$ cat src/rtl/pc_pkg.sv
// pc_pkg: shared next-PC source encoding and default sizing for the fetch-stage PC unit.
package pc_pkg;
    localparam int DEFAULT_ADDR_W = 10;
    localparam int DEFAULT_RAS_DEPTH = 8;
    typedef enum logic [2:0] {
        SEL_HOLD,
        SEL_SEQ,
        SEL_BRANCH,
        SEL_CALL,
        SEL_RET,
        SEL_TRAP
    } pc_sel_e;
endpackage

$ cat src/rtl/pc_ras.sv
// pc_ras: return-address LIFO with a circular write pointer, so a push when full overwrites the oldest entry.
module pc_ras #(
    parameter int W = 10,
    parameter int DEPTH = 8
) (
    input  logic                         clk,
    input  logic                         reset,
    input  logic                         push,
    input  logic                         pop,
    input  logic [W-1:0]                 push_data,
    output logic [W-1:0]                 top,
    output logic [$clog2(DEPTH+1)-1:0]   count,
    output logic                         full,
    output logic                         empty
);
    localparam int PW = $clog2(DEPTH);
    localparam int CW = $clog2(DEPTH+1);
    logic [W-1:0] mem [DEPTH];
    logic [PW-1:0] wr_ptr;
    logic [PW-1:0] top_ptr;
    assign top_ptr = wr_ptr - 1'b1;
    assign top = mem[top_ptr];
    assign full = count == CW'(DEPTH);
    assign empty = count == '0;
    // Contents survive reset; only pointer and count are cleared.
    always_ff @(posedge clk)
        if (push) mem[wr_ptr] <= push_data;
    always_ff @(posedge clk) begin
        if (reset) begin
            wr_ptr <= '0;
            count <= '0;
        end else if (push) begin
            wr_ptr <= wr_ptr + 1'b1;
            count <= full ? count : count + 1'b1;
        end else if (pop && !empty) begin
            wr_ptr <= top_ptr;
            count <= count - 1'b1;
        end
    end
endmodule

$ cat src/rtl/pc_unit.sv
// pc_unit: fetch-stage program counter with branch/call/return and a return-address stack.
// Define PC_RAS_TRAP_EN to redirect to TRAP_VECTOR with a trap pulse on RAS overflow/underflow.
module pc_unit
    import pc_pkg::*;
#(
    parameter int ADDR_W = DEFAULT_ADDR_W,
    parameter int RAS_DEPTH = DEFAULT_RAS_DEPTH,
    parameter logic [ADDR_W-1:0] RESET_VECTOR = '0,
    parameter logic [ADDR_W-1:0] TRAP_VECTOR = '1
) (
    input  logic                             clk,
    input  logic                             reset,
    input  logic                             stall,
    input  logic                             branch,
    input  logic [ADDR_W-1:0]                br_address,
    input  logic                             call,
    input  logic [ADDR_W-1:0]                call_address,
    input  logic                             ret,
    output logic [ADDR_W-1:0]                instr_address,
    output logic [$clog2(RAS_DEPTH+1)-1:0]   ras_count,
    output logic                             ras_empty,
    output logic                             ras_full,
    output logic                             trap
);
`ifdef PC_RAS_TRAP_EN
    localparam bit TRAP_EN = 1'b1;
`else
    localparam bit TRAP_EN = 1'b0;
`endif
    pc_sel_e sel;
    pc_sel_e seq_sel;
    logic [ADDR_W-1:0] seq_pc;
    logic [ADDR_W-1:0] ras_top;
    logic [ADDR_W-1:0] next_pc;
    assign seq_pc = instr_address + 1'b1;
    // Lower-priority requests are dropped outright; an unserviceable ret falls back to sequential.
    always_comb begin
        seq_sel = stall ? SEL_HOLD : SEL_SEQ;
        sel = branch ? SEL_BRANCH
            : call ? ((ras_full && TRAP_EN) ? SEL_TRAP : SEL_CALL)
            : (ret && !ras_empty) ? SEL_RET
            : (ret && TRAP_EN) ? SEL_TRAP
            : seq_sel;
    end
    always_comb begin
        next_pc = sel == SEL_SEQ ? seq_pc
                : sel == SEL_BRANCH ? br_address
                : sel == SEL_CALL ? call_address
                : sel == SEL_RET ? ras_top
                : sel == SEL_TRAP ? TRAP_VECTOR
                : instr_address;
    end
    always_ff @(posedge clk)
        instr_address <= reset ? RESET_VECTOR : next_pc;
`ifdef PC_RAS_TRAP_EN
    always_ff @(posedge clk)
        trap <= !reset && sel == SEL_TRAP;
`else
    assign trap = 1'b0;
`endif
    pc_ras #(.W(ADDR_W), .DEPTH(RAS_DEPTH)) u_ras (
        .clk(clk),
        .reset(reset),
        .push(sel == SEL_CALL),
        .pop(sel == SEL_RET),
        .push_data(seq_pc),
        .top(ras_top),
        .count(ras_count),
        .full(ras_full),
        .empty(ras_empty)
    );
endmodule

$ cat config.mk
export PLATFORM = sky130hd
export DESIGN_NAME = pc_unit
export DESIGN_NICKNAME = d
export VERILOG_FILES = /design/src/rtl/pc_pkg.sv /design/src/rtl/pc_ras.sv /design/src/rtl/pc_unit.sv
export SDC_FILE = /design/constraint.sdc
export NUM_CORES = 1
export LEC_CHECK = 0
export CAP_MARGIN = 0
export CORE_UTILIZATION = 60
export CTS_CLUSTER_DIAMETER = 120
export DETAILED_ROUTE_END_ITERATION = 10
export PLACE_DENSITY_LB_ADDON = 0.2
export SLEW_MARGIN = 20
export SYNTH_ARGS = -nofsm -noshare
export SYNTH_HDL_FRONTEND = slang
export SYNTH_SLANG_ARGS = --single-unit
$ cat constraint.sdc
create_clock -name clk -period 5.7 [get_ports clk]
set_clock_uncertainty 0.15 [all_clocks]
set_input_delay 1.425 -clock clk [delete_from_list [all_inputs] [get_ports clk]]
set_output_delay 1.425 -clock clk [all_outputs]
set_load 0.02 [all_outputs]
==> results of run 1 <==
[worst reg2reg max path: cells and delay by family (launching register included)]
| family | cells | cell delay (ns) |
|---|---|---|
| compound gates | 2 | 0.56 |
| fa+ha+maj | 1 | 0.61 |
| buf+inv | 3 | 1.22 |
| simple gates | 2 | 0.18 |
| flops | 1 | 0.32 |
| mux | 1 | 0.37 |
[cell type report]
type	instances	area [um2]	share of cell area, %
repair buffers	49	470	9.32
well taps	96	120	2.38
multi-input cells	186	1490	29.6
clock inverters	7	63.8	1.26
clock buffers	9	124	2.45
flip-flops and latches	97	2740	54.3
inverters	9	33.8	0.669
[worst paths after layout]
check	from	endpoint	slack, ns	cells past startpoint
worst max register to register	u_ras.wr_ptr[0]	instr_address[4]	2.14	9
worst min-delay path	u_ras.count[3]	u_ras.count[3]	0.46	2
worst min register to register	u_ras.count[3]	u_ras.count[3]	0.46	2
worst max-delay path	call	u_ras.count[3]	1.45	9
[through the flow]
| step | instances | utilization [%] |
|---|---|---|
| after detailed placement | 437 | 70.3 |
| after global routing | 453 | 73.1 |
| after global placement | 437 | 70.3 |
| after floorplan | 309 | - |
| after CTS | 453 | 73.0 |
| final | 453 | 73.1 |
[metal layers]
layer,wire (um),vias up
met3,1090,17
met4,185,0
li1,-,1272
met1,4230,1356
met5,0,-
met2,4450,200
[power breakdown]
group	internal (mW)	switching (mW)	total (mW)
clock	0.167	0.250	0.417
sequential	0.808	0.0311	0.839
combinational	0.154	0.208	0.362
total	1.13	0.489	1.62
[cells by family (layout without fill, tap and decap cells)]
| kind of cell | Yosys count | count (layout) | share of synthesized area, % |
|---|---|---|---|
| multiplexers | 28 | 28 | 10.3 |
| AND/OR/NAND/NOR | 79 | 79 | 8.44 |
| AO/OA/AOI/OAI | 49 | 49 | 8.29 |
| XOR/XNOR | 23 | 23 | 5.07 |
| other | 1 | 1 | 0.0863 |
| buffers and inverters | 26 | 74 | 2.82 |
| adder cells (fa/ha/maj) | 6 | 6 | 1.90 |
| flip-flops | 97 | 97 | 63.1 |
[state kept, by name, indices dropped and copies added (netlist names)]
name           cells
instr_address     10
u_ras.count        4
u_ras.mem         80
u_ras.wr_ptr       3
[placed cells by master (no fill, tap or decap), types with 9 or more instances in the layout]
cell type	netlist	routed
edfxtp_1	80	80
clkdlybuf4s50_1	0	41
nor2_1	25	22
nand2_1	21	21
dfxtp_1	17	17
mux2i_1	15	15
xnor2_1	12	12
xor2_1	10	10
a21oi_1	9	9
clkbuf_8	0	9
==> impl_metrics.json, run 1 <==
{
  "status": "complete, no violations",
  "io_buffer_count": 41,
  "cpMaxStageDelayCell": "clkdlybuf4s50_1",
  "cts_hold_buffers": 0,
  "yosys_warnings": 0,
  "drive_gt1_share_pct": 11.5,
  "ios": 43,
  "min_period_ns": 4.25,
  "numCtsBuffers": 9,
  "hold_class": "register to register",
  "wl_per_cell_um": 22.0,
  "syn_nets": 341,
  "crit_path_max_fanout": 12,
  "worstMarginPinSlew_ns": 0.824,
  "critical-path-top-delay-family": "buffers and inverters",
  "ys_ff_latch": 97,
  "cp.arrival_ns": 4.34,
  "viasPerCell": 6.28,
  "worst_slack_ns": 1.45,
  "die_h_um": 87.1,
  "grtUsageMet2_pct": 41.6,
  "netlist_top_cells_count": "80 x edfxtp_1, 25 x nor2_1, 21 x nand2_1, 17 x dfxtp_1, 15 x mux2i_1",
  "drt_iter0_markers": 266,
  "crit_chain": "clkdlybuf4s50_1, nor2b_1, clkinv_1, ha_1, a21o_1, a21oi_1, mux2i_1, xor2_1, nor2_1",
  "start_kind": "primary input",
  "syn_inst": 309,
  "synth_edf_count": 80,
  "num_vias": 2845,
  "ys_async_sr_fraction_pct": 0,
  "rows": 30,
  "setup_viol_count_final": 0,
  "tns_ns": 0,
  "overflow": 0,
  "area_growth_syn_to_layout_pct": 16.2,
  "synth_top_cell_area_share_pct": 55.3,
  "clock_path_buffers": 2,
  "dpl.hpwl_um": 6730,
  "post-route-period-util_pct": 74.6,
  "h-tree-depth": 3,
  "ant_nets": 0,
  "cts_tree": "yes",
  "cts-root-buf": "clkbuf_8",
  "fillers": 472,
  "initial_core_util_pct": 62.9,
  "required_ns": 5.78,
  "fin_area_mm2": 0.00505,
  "first_pass_iters": 4,
  "yosysUniqueCellTypes": 47,
  "endpoint_kind": "register",
  "diodes": 0,
  "gp_congestion": 0.822,
  "powerDensity_mw_per_mm2": 320,
  "grt_max_degree": 33,
  "dieArea_mm2": 0.00759,
  "num-nets-final": 384,
  "p_leak_nw": 1.69,
  "routed_wl_um": 9960,
  "fmax_mhz": 235,
  "p_total_mw": 1.62,
  "gr-usage-all-layers_pct": 28.9,
  "yosysMostFrequentCell": "edfxtp_1",
  "design.core.area_mm2": 0.00691,
  "drc": 0,
  "ir_worst_vdd_mv": 0.188,
  "met3_usage_pct": 6.64,
  "crit_path_max_incr_delay_ns": 0.63,
  "ys_seq_area_share_pct": 63.1,
  "synth_ff_type": "edfxtp_1",
  "cts_setup_buffers": 0,
  "grt_pass1_vias": 2716,
  "place_ws_ns": 1.09,
  "antenna_found_initial": 0,
  "maxCapViolCount": 0,
  "critPathBufInv": 2,
  "grt_pass1_wl_um": 15400,
  "worst_slew_margin_rel_pct": 44.7,
  "hold_viol": 0,
  "rsz0062_at_grt": "false",
  "crit_type": "primary input to register",
  "synth.largest_area_cell": "edfxtp_1",
  "drv_slew": 0,
  "synth.area.top_cells": "edfxtp_1 55%, dfxtp_1 7.8%, mux4_2 4.1%",
  "clk_latency_ns": 0.36,
  "clkTransAtPathRegs_ns": 0.10,
  "top_usage_layer": "met1",
  "die_x_um": 87.1,
  "synth_area_mm2": 0.00435,
  "avgSynthCellArea_um2": 14.1,
  "met1_usage_pct": 43.5,
  "clkSinkCount": 97,
  "cts_resized": 0,
  "holdWs_ns": 0.459,
  "dpl_cell_area_mm2": 0.00486
}
Note: power is estimated with default switching activity, not from simulation.
==> run 2, diff against run 1 <==
--- a/config.mk
+++ b/config.mk
@@ -6,7 +6,7 @@
 export NUM_CORES = 1
 export LEC_CHECK = 0
 export CAP_MARGIN = 0
-export CORE_UTILIZATION = 60
+export CORE_UTILIZATION = 51
 export CTS_CLUSTER_DIAMETER = 120
 export DETAILED_ROUTE_END_ITERATION = 10
 export PLACE_DENSITY_LB_ADDON = 0.2
==> constraint.sdc (replaced) <==
create_clock -name clk -period 3.6 [get_ports clk]
set_clock_uncertainty 0.15 [all_clocks]
set_input_delay 0.9 -clock clk [delete_from_list [all_inputs] [get_ports clk]]
set_output_delay 0.9 -clock clk [all_outputs]
set_load 0.02 [all_outputs]
==> run 2 against run 1 <==
  * Core utilization is 9.6 points lower
  * Sequential share of layout area is 1.8 points lower
  * Count of clock-buffer cells in the layout is 6 higher
  * Flip-flop and latch count stayed put
  * Combinational power is 59% higher
  * Critical path depth is 7 lower
  * Routed wire length is 3.9% higher
  * Via count is 1.2% higher
  * Global-route usage is 3.7 points lower
  * Register-to-register slack worse by 1.2 ns
  * Non-clock buffer count is 17 higher
  * Die area is 17% higher
  * Largest cell class unchanged
==> impl_metrics.json, run 2 (synthesis gave the netlist of run 1 again) <==
{
  "start_kind": "register",
  "required_ns": 2.55,
  "cpMaxStageDelayCell": "clkdlybuf4s50_1",
  "antenna_found_initial": 0,
  "wl_per_cell_um": 21.6,
  "clock_path_buffers": 2,
  "ir_worst_vdd_mv": 0.226,
  "grt_max_degree": 32,
  "tns_ns": 0,
  "drc": 0,
  "cts_tree": "yes",
  "num_vias": 2880,
  "min_period_ns": 3.11,
  "diodes": 0,
  "critical-path-top-delay-family": "buffers and inverters",
  "clk_latency_ns": 0.36,
  "numCtsBuffers": 9,
  "met1_usage_pct": 38.5,
  "ios": 43,
  "first_pass_iters": 6,
  "cts_setup_buffers": 0,
  "design.core.area_mm2": 0.00822,
  "grt_pass1_wl_um": 15800,
  "area_growth_syn_to_layout_pct": 20.2,
  "p_leak_nw": 1.80,
  "hold_path_end": "u_ras.count[3]",
  "worstMarginPinSlew_ns": 0.853,
  "reg_top3": "u_ras.mem x80, instr_address x10, u_ras.count x4",
  "fmax_mhz": 322,
  "holdWs_ns": 0.475,
  "endpoint_kind": "output port",
  "dpl.hpwl_um": 7070,
  "hp-start": "u_ras.count[3]",
  "hold_depth": 2,
  "crit_chain": "nor4b_1, clkdlybuf4s50_1",
  "rsz0062_at_grt": "false",
  "h-tree-depth": 3,
  "rr_endpoint": "instr_address[9]",
  "status": "complete, no violations",
  "final_common_cell": "edfxtp_1",
  "hold_class": "register to register",
  "cp.arrival_ns": 2.06,
  "post-route-period-util_pct": 86.4,
  "drv_slew": 0,
  "met3_usage_pct": 3.32,
  "top_usage_layer": "met1",
  "hold_viol": 0,
  "cts_resized": 0,
  "rrSetupSlack_ns": 0.98,
  "num-nets-final": 401,
  "drive_gt1_share_pct": 13.9,
  "cts-root-buf": "clkbuf_8",
  "final_cell_mix": "80 x edfxtp_1, 41 x clkdlybuf4s50_1, 25 x nor2_1, 25 x buf_4, 21 x nand2_1",
  "r2r_start": "u_ras.wr_ptr[1]",
  "worst_slew_margin_rel_pct": 42.4,
  "clkSinkCount": 97,
  "drt_iter0_markers": 313,
  "rows": 33,
  "die_h_um": 94.3,
  "gp_congestion": 0.926,
  "initial_core_util_pct": 52.9,
  "reg2regPathDepth": 7,
  "grt_pass1_vias": 2744,
  "viasPerCell": 6.01,
  "gr-usage-all-layers_pct": 25.2,
  "p_total_mw": 2.70,
  "dieArea_mm2": 0.00889,
  "maxCapViolCount": 0,
  "crit_type": "register to output port",
  "critPathBufInv": 1,
  "io_buffer_count": 41,
  "routed_wl_um": 10400,
  "cts_hold_buffers": 0,
  "largest_reg_flops": 80,
  "ant_nets": 0,
  "setup_viol_count_final": 0,
  "regMostFlops": "u_ras.mem",
  "crit_path_max_fanout": 7,
  "crit_path_max_incr_delay_ns": 0.71,
  "die_x_um": 94.3,
  "overflow": 0,
  "powerDensity_mw_per_mm2": 516,
  "grtUsageMet2_pct": 36.5,
  "clkTransAtPathRegs_ns": 0.09
}
[run 2: cell count changes in the layout (fill, tap and decap cells not counted), sizes merged]
cell	previous run	this run
buf	8	25
bufinv	0	1
clkbuf	9	15
clkinv	5	2
clkinvlp	2	0
inv	9	7
[run 2: per-layer routing]
metal / vias to the layer above / wire, um
li1: 1309 / -
met1: 1409 / 4770
met2: 139 / 4620
met3: 23 / 706
met4: 0 / 256
met5: - / 0
[run 2: stage by stage]
stage | worst slack [ns] | instances | area (um2) | utilization [%]
after global placement | 0.549 | 463 | 4990 | 60.8
final | 0.491 | 479 | 5220 | 63.5
after detailed placement | 0.543 | 463 | 4990 | 60.8
after global routing | 0.404 | 479 | 5220 | 63.5
after CTS | 0.481 | 479 | 5220 | 63.5
after floorplan | 0.298 | 309 | 4350 | -
[run 2: final cells by class]
| cell class | instances | area [um2] |
|---|---|---|
| Fill cell | 616 | 3000 |
| Sequential cell | 97 | 2740 |
| Multi-Input combinational cell | 186 | 1490 |
| Timing Repair Buffer | 66 | 598 |
| Clock buffer | 15 | 199 |
| Tap cell | 105 | 131 |
| Inverter | 9 | 33.8 |
| Clock inverter | 1 | 30.0 |
[run 2: worst max-delay path by stage]
stage	from	to	slack, ns	cells after the start
finish	u_ras.count[0]	ras_full	0.49	2
global route	u_ras.count[0]	ras_full	0.40	2
CTS	u_ras.count[0]	ras_full	0.48	2
detailed placement	call	u_ras.count[3]	0.54	9
global placement	call	u_ras.count[3]	0.55	9
floorplan	call	u_ras.mem[0][0]	0.30	5
[run 2: power breakdown]
group	switching, mW	internal (mW)	total, mW
Clock	0.364	0.426	0.791
Sequential	0.0499	1.28	1.33
Combinational	0.326	0.252	0.577
[run 2: worst reg2reg max path: stages, from the launching register on]
cell      delay [ns]
dfxtp_1         0.46
inv_1           0.10
ha_1            0.28
xor2_4          0.51
mux4_1          0.63
nor3_1          0.15
a211o_1         0.14
a221oi_2        0.06
==> run 3, diff against run 2 <==
--- a/config.mk
+++ b/config.mk
@@ -6,11 +6,11 @@
 export NUM_CORES = 1
 export LEC_CHECK = 0
 export CAP_MARGIN = 0
+export CORE_MARGIN = 5
 export CORE_UTILIZATION = 51
 export CTS_CLUSTER_DIAMETER = 120
 export DETAILED_ROUTE_END_ITERATION = 10
 export PLACE_DENSITY_LB_ADDON = 0.2
-export SLEW_MARGIN = 20
 export SYNTH_ARGS = -nofsm -noshare
 export SYNTH_HDL_FRONTEND = slang
 export SYNTH_SLANG_ARGS = --single-unit
==> run 3 against run 2 <==
  * Non-clock buffer count fell by 8
  * Die area rose by 18%
  * Critical endpoint unchanged
  * Total power fell by 1.1%
==> impl_metrics.json, run 3 (synthesis gave the netlist of run 1 again) <==
{
  "crit_type": "register to output port",
  "grt_max_degree": 32,
  "min_period_ns": 3.08,
  "drc": 0,
  "drv_slew": 0,
  "rows": 33,
  "fillers": 677,
  "initial_core_util_pct": 52.6,
  "dieArea_mm2": 0.0105,
  "regMostFlops": "u_ras.mem",
  "area_growth_syn_to_layout_pct": 18.5,
  "setup_viol_count_final": 0,
  "regArea_mm2": 0.00274,
  "required_ns": 2.55,
  "hold_class": "register to register",
  "grt_pass1_vias": 2720,
  "crit_path_max_incr_delay_ns": 0.71,
  "drt_iter0_markers": 175,
  "cts_tree": "yes",
  "hold_depth": 2,
  "rr_endpoint": "instr_address[9]",
  "start_kind": "register",
  "final_cell_mix": "80 x edfxtp_1, 41 x clkdlybuf4s50_1, 25 x nor2_1",
  "ant_nets": 0,
  "die_x_um": 102,
  "die_h_um": 102,
  "h-tree-depth": 3,
  "ir_worst_vdd_mv": 0.253,
  "drive_gt1_share_pct": 12.3,
  "diodes": 0,
  "cts_resized": 0,
  "powerDensity_mw_per_mm2": 518,
  "endpoint_kind": "output port",
  "reg_top3": "u_ras.mem x80, instr_address x10, u_ras.count x4",
  "design.core.area_mm2": 0.00826,
  "fmax_mhz": 325,
  "ios": 43,
  "gr-usage-all-layers_pct": 20.4,
  "cts_setup_buffers": 0,
  "critPathBufInv": 1,
  "p_leak_nw": 1.75,
  "numCtsBuffers": 9,
  "cts_hold_buffers": 0,
  "r2r_start": "u_ras.wr_ptr[0]",
  "cpMaxStageDelayCell": "clkdlybuf4s50_1",
  "clk_latency_ns": 0.36,
  "cp.arrival_ns": 2.03,
  "hp-start": "u_ras.count[3]",
  "maxCapViolCount": 0,
  "first_pass_iters": 4,
  "tns_ns": 0,
  "hold_viol": 0,
  "critical-path-top-delay-family": "buffers and inverters",
  "cts-root-buf": "clkbuf_8",
  "post-route-period-util_pct": 85.4,
  "rsz0062_at_grt": "false",
  "overflow": 0,
  "reg2regPathDepth": 7,
  "rrSetupSlack_ns": 0.84,
  "worstMarginPinSlew_ns": 0.899,
  "routed_wl_um": 9960,
  "gp_congestion": 0.887,
  "viasPerCell": 5.90,
  "crit_path_max_fanout": 7,
  "multi_input_area_mm2": 0.00149,
  "crit_chain": "nor4b_1, clkdlybuf4s50_1",
  "clkTransAtPathRegs_ns": 0.09,
  "final_common_cell": "edfxtp_1",
  "io_buffer_count": 41,
  "antenna_found_initial": 0,
  "grt_pass1_wl_um": 15500,
  "wl_per_cell_um": 21.1,
  "p_total_mw": 2.67,
  "num_vias": 2781,
  "clkSinkCount": 97,
  "num-nets-final": 393,
  "dpl.hpwl_um": 6750,
  "hold_path_end": "u_ras.count[3]",
  "worst_slew_margin_rel_pct": 39.3,
  "status": "complete, no violations",
  "clock_path_buffers": 2,
  "largest_reg_flops": 80
}
[run 3: worst max path at each step]
stage,start,to,cells past startpoint
3_3_place_gp,call,u_ras.count[3],9
3_5_place_dp,call,u_ras.count[3],9
6_report,u_ras.count[0],ras_full,2
4_1_cts,u_ras.count[0],ras_full,2
2_1_floorplan,call,u_ras.mem[0][0],5
5_1_grt,u_ras.count[0],ras_full,2
[run 3: final cells by class]
type	instances	share of cell area, %
clock buffers	10	2.48
inverters	9	0.656
multi-input cells	186	28.9
flip-flops and latches	97	53.2
clock inverters	6	1.77
repair buffers	58	10.4
well taps	105	2.55
[run 3: metrics by stage]
| step | cell area (um2) | util (%) | setup slack (ns) | hold slack, ns | instances |
|---|---|---|---|---|---|
| after global routing | 5150 | 62.4 | 0.362 | 0.522 | 471 |
| after detailed placement | 4930 | 59.7 | 0.480 | 0.435 | 455 |
| final | 5150 | 62.4 | 0.524 | 0.462 | 471 |
| after global placement | 4930 | 59.7 | 0.509 | 0.425 | 455 |
| after floorplan | 4350 | - | 0.298 | 0.475 | 309 |
| after CTS | 5150 | 62.4 | 0.468 | 0.461 | 471 |
[run 3: worst register-to-register path, stage by stage (launching register included)]
cell and delay, ns:
dfxtp_1 0.34, clkinv_1 0.25, ha_1 0.40, xor2_4 0.45, mux4_1 0.64, nor3_1 0.18, a211o_1 0.15, a221oi_2 0.06
[run 3: layer usage]
metal	global-route usage, %	up-vias	wire [um]
met5	0	-	0
met3	4.37	20	602
li1	-	1288	-
met4	7.47	0	218
met2	32.9	82	4750
met1	27.4	1391	4380
[run 3: power breakdown]
part / internal, mW / switching (mW) / leakage [nW]
combinational: 0.248 / 0.320 / 0.775
sequential: 1.28 / 0.0471 / 0.872
clock: 0.395 / 0.379 / 0.106
total: 1.92 / 0.746 / 1.75
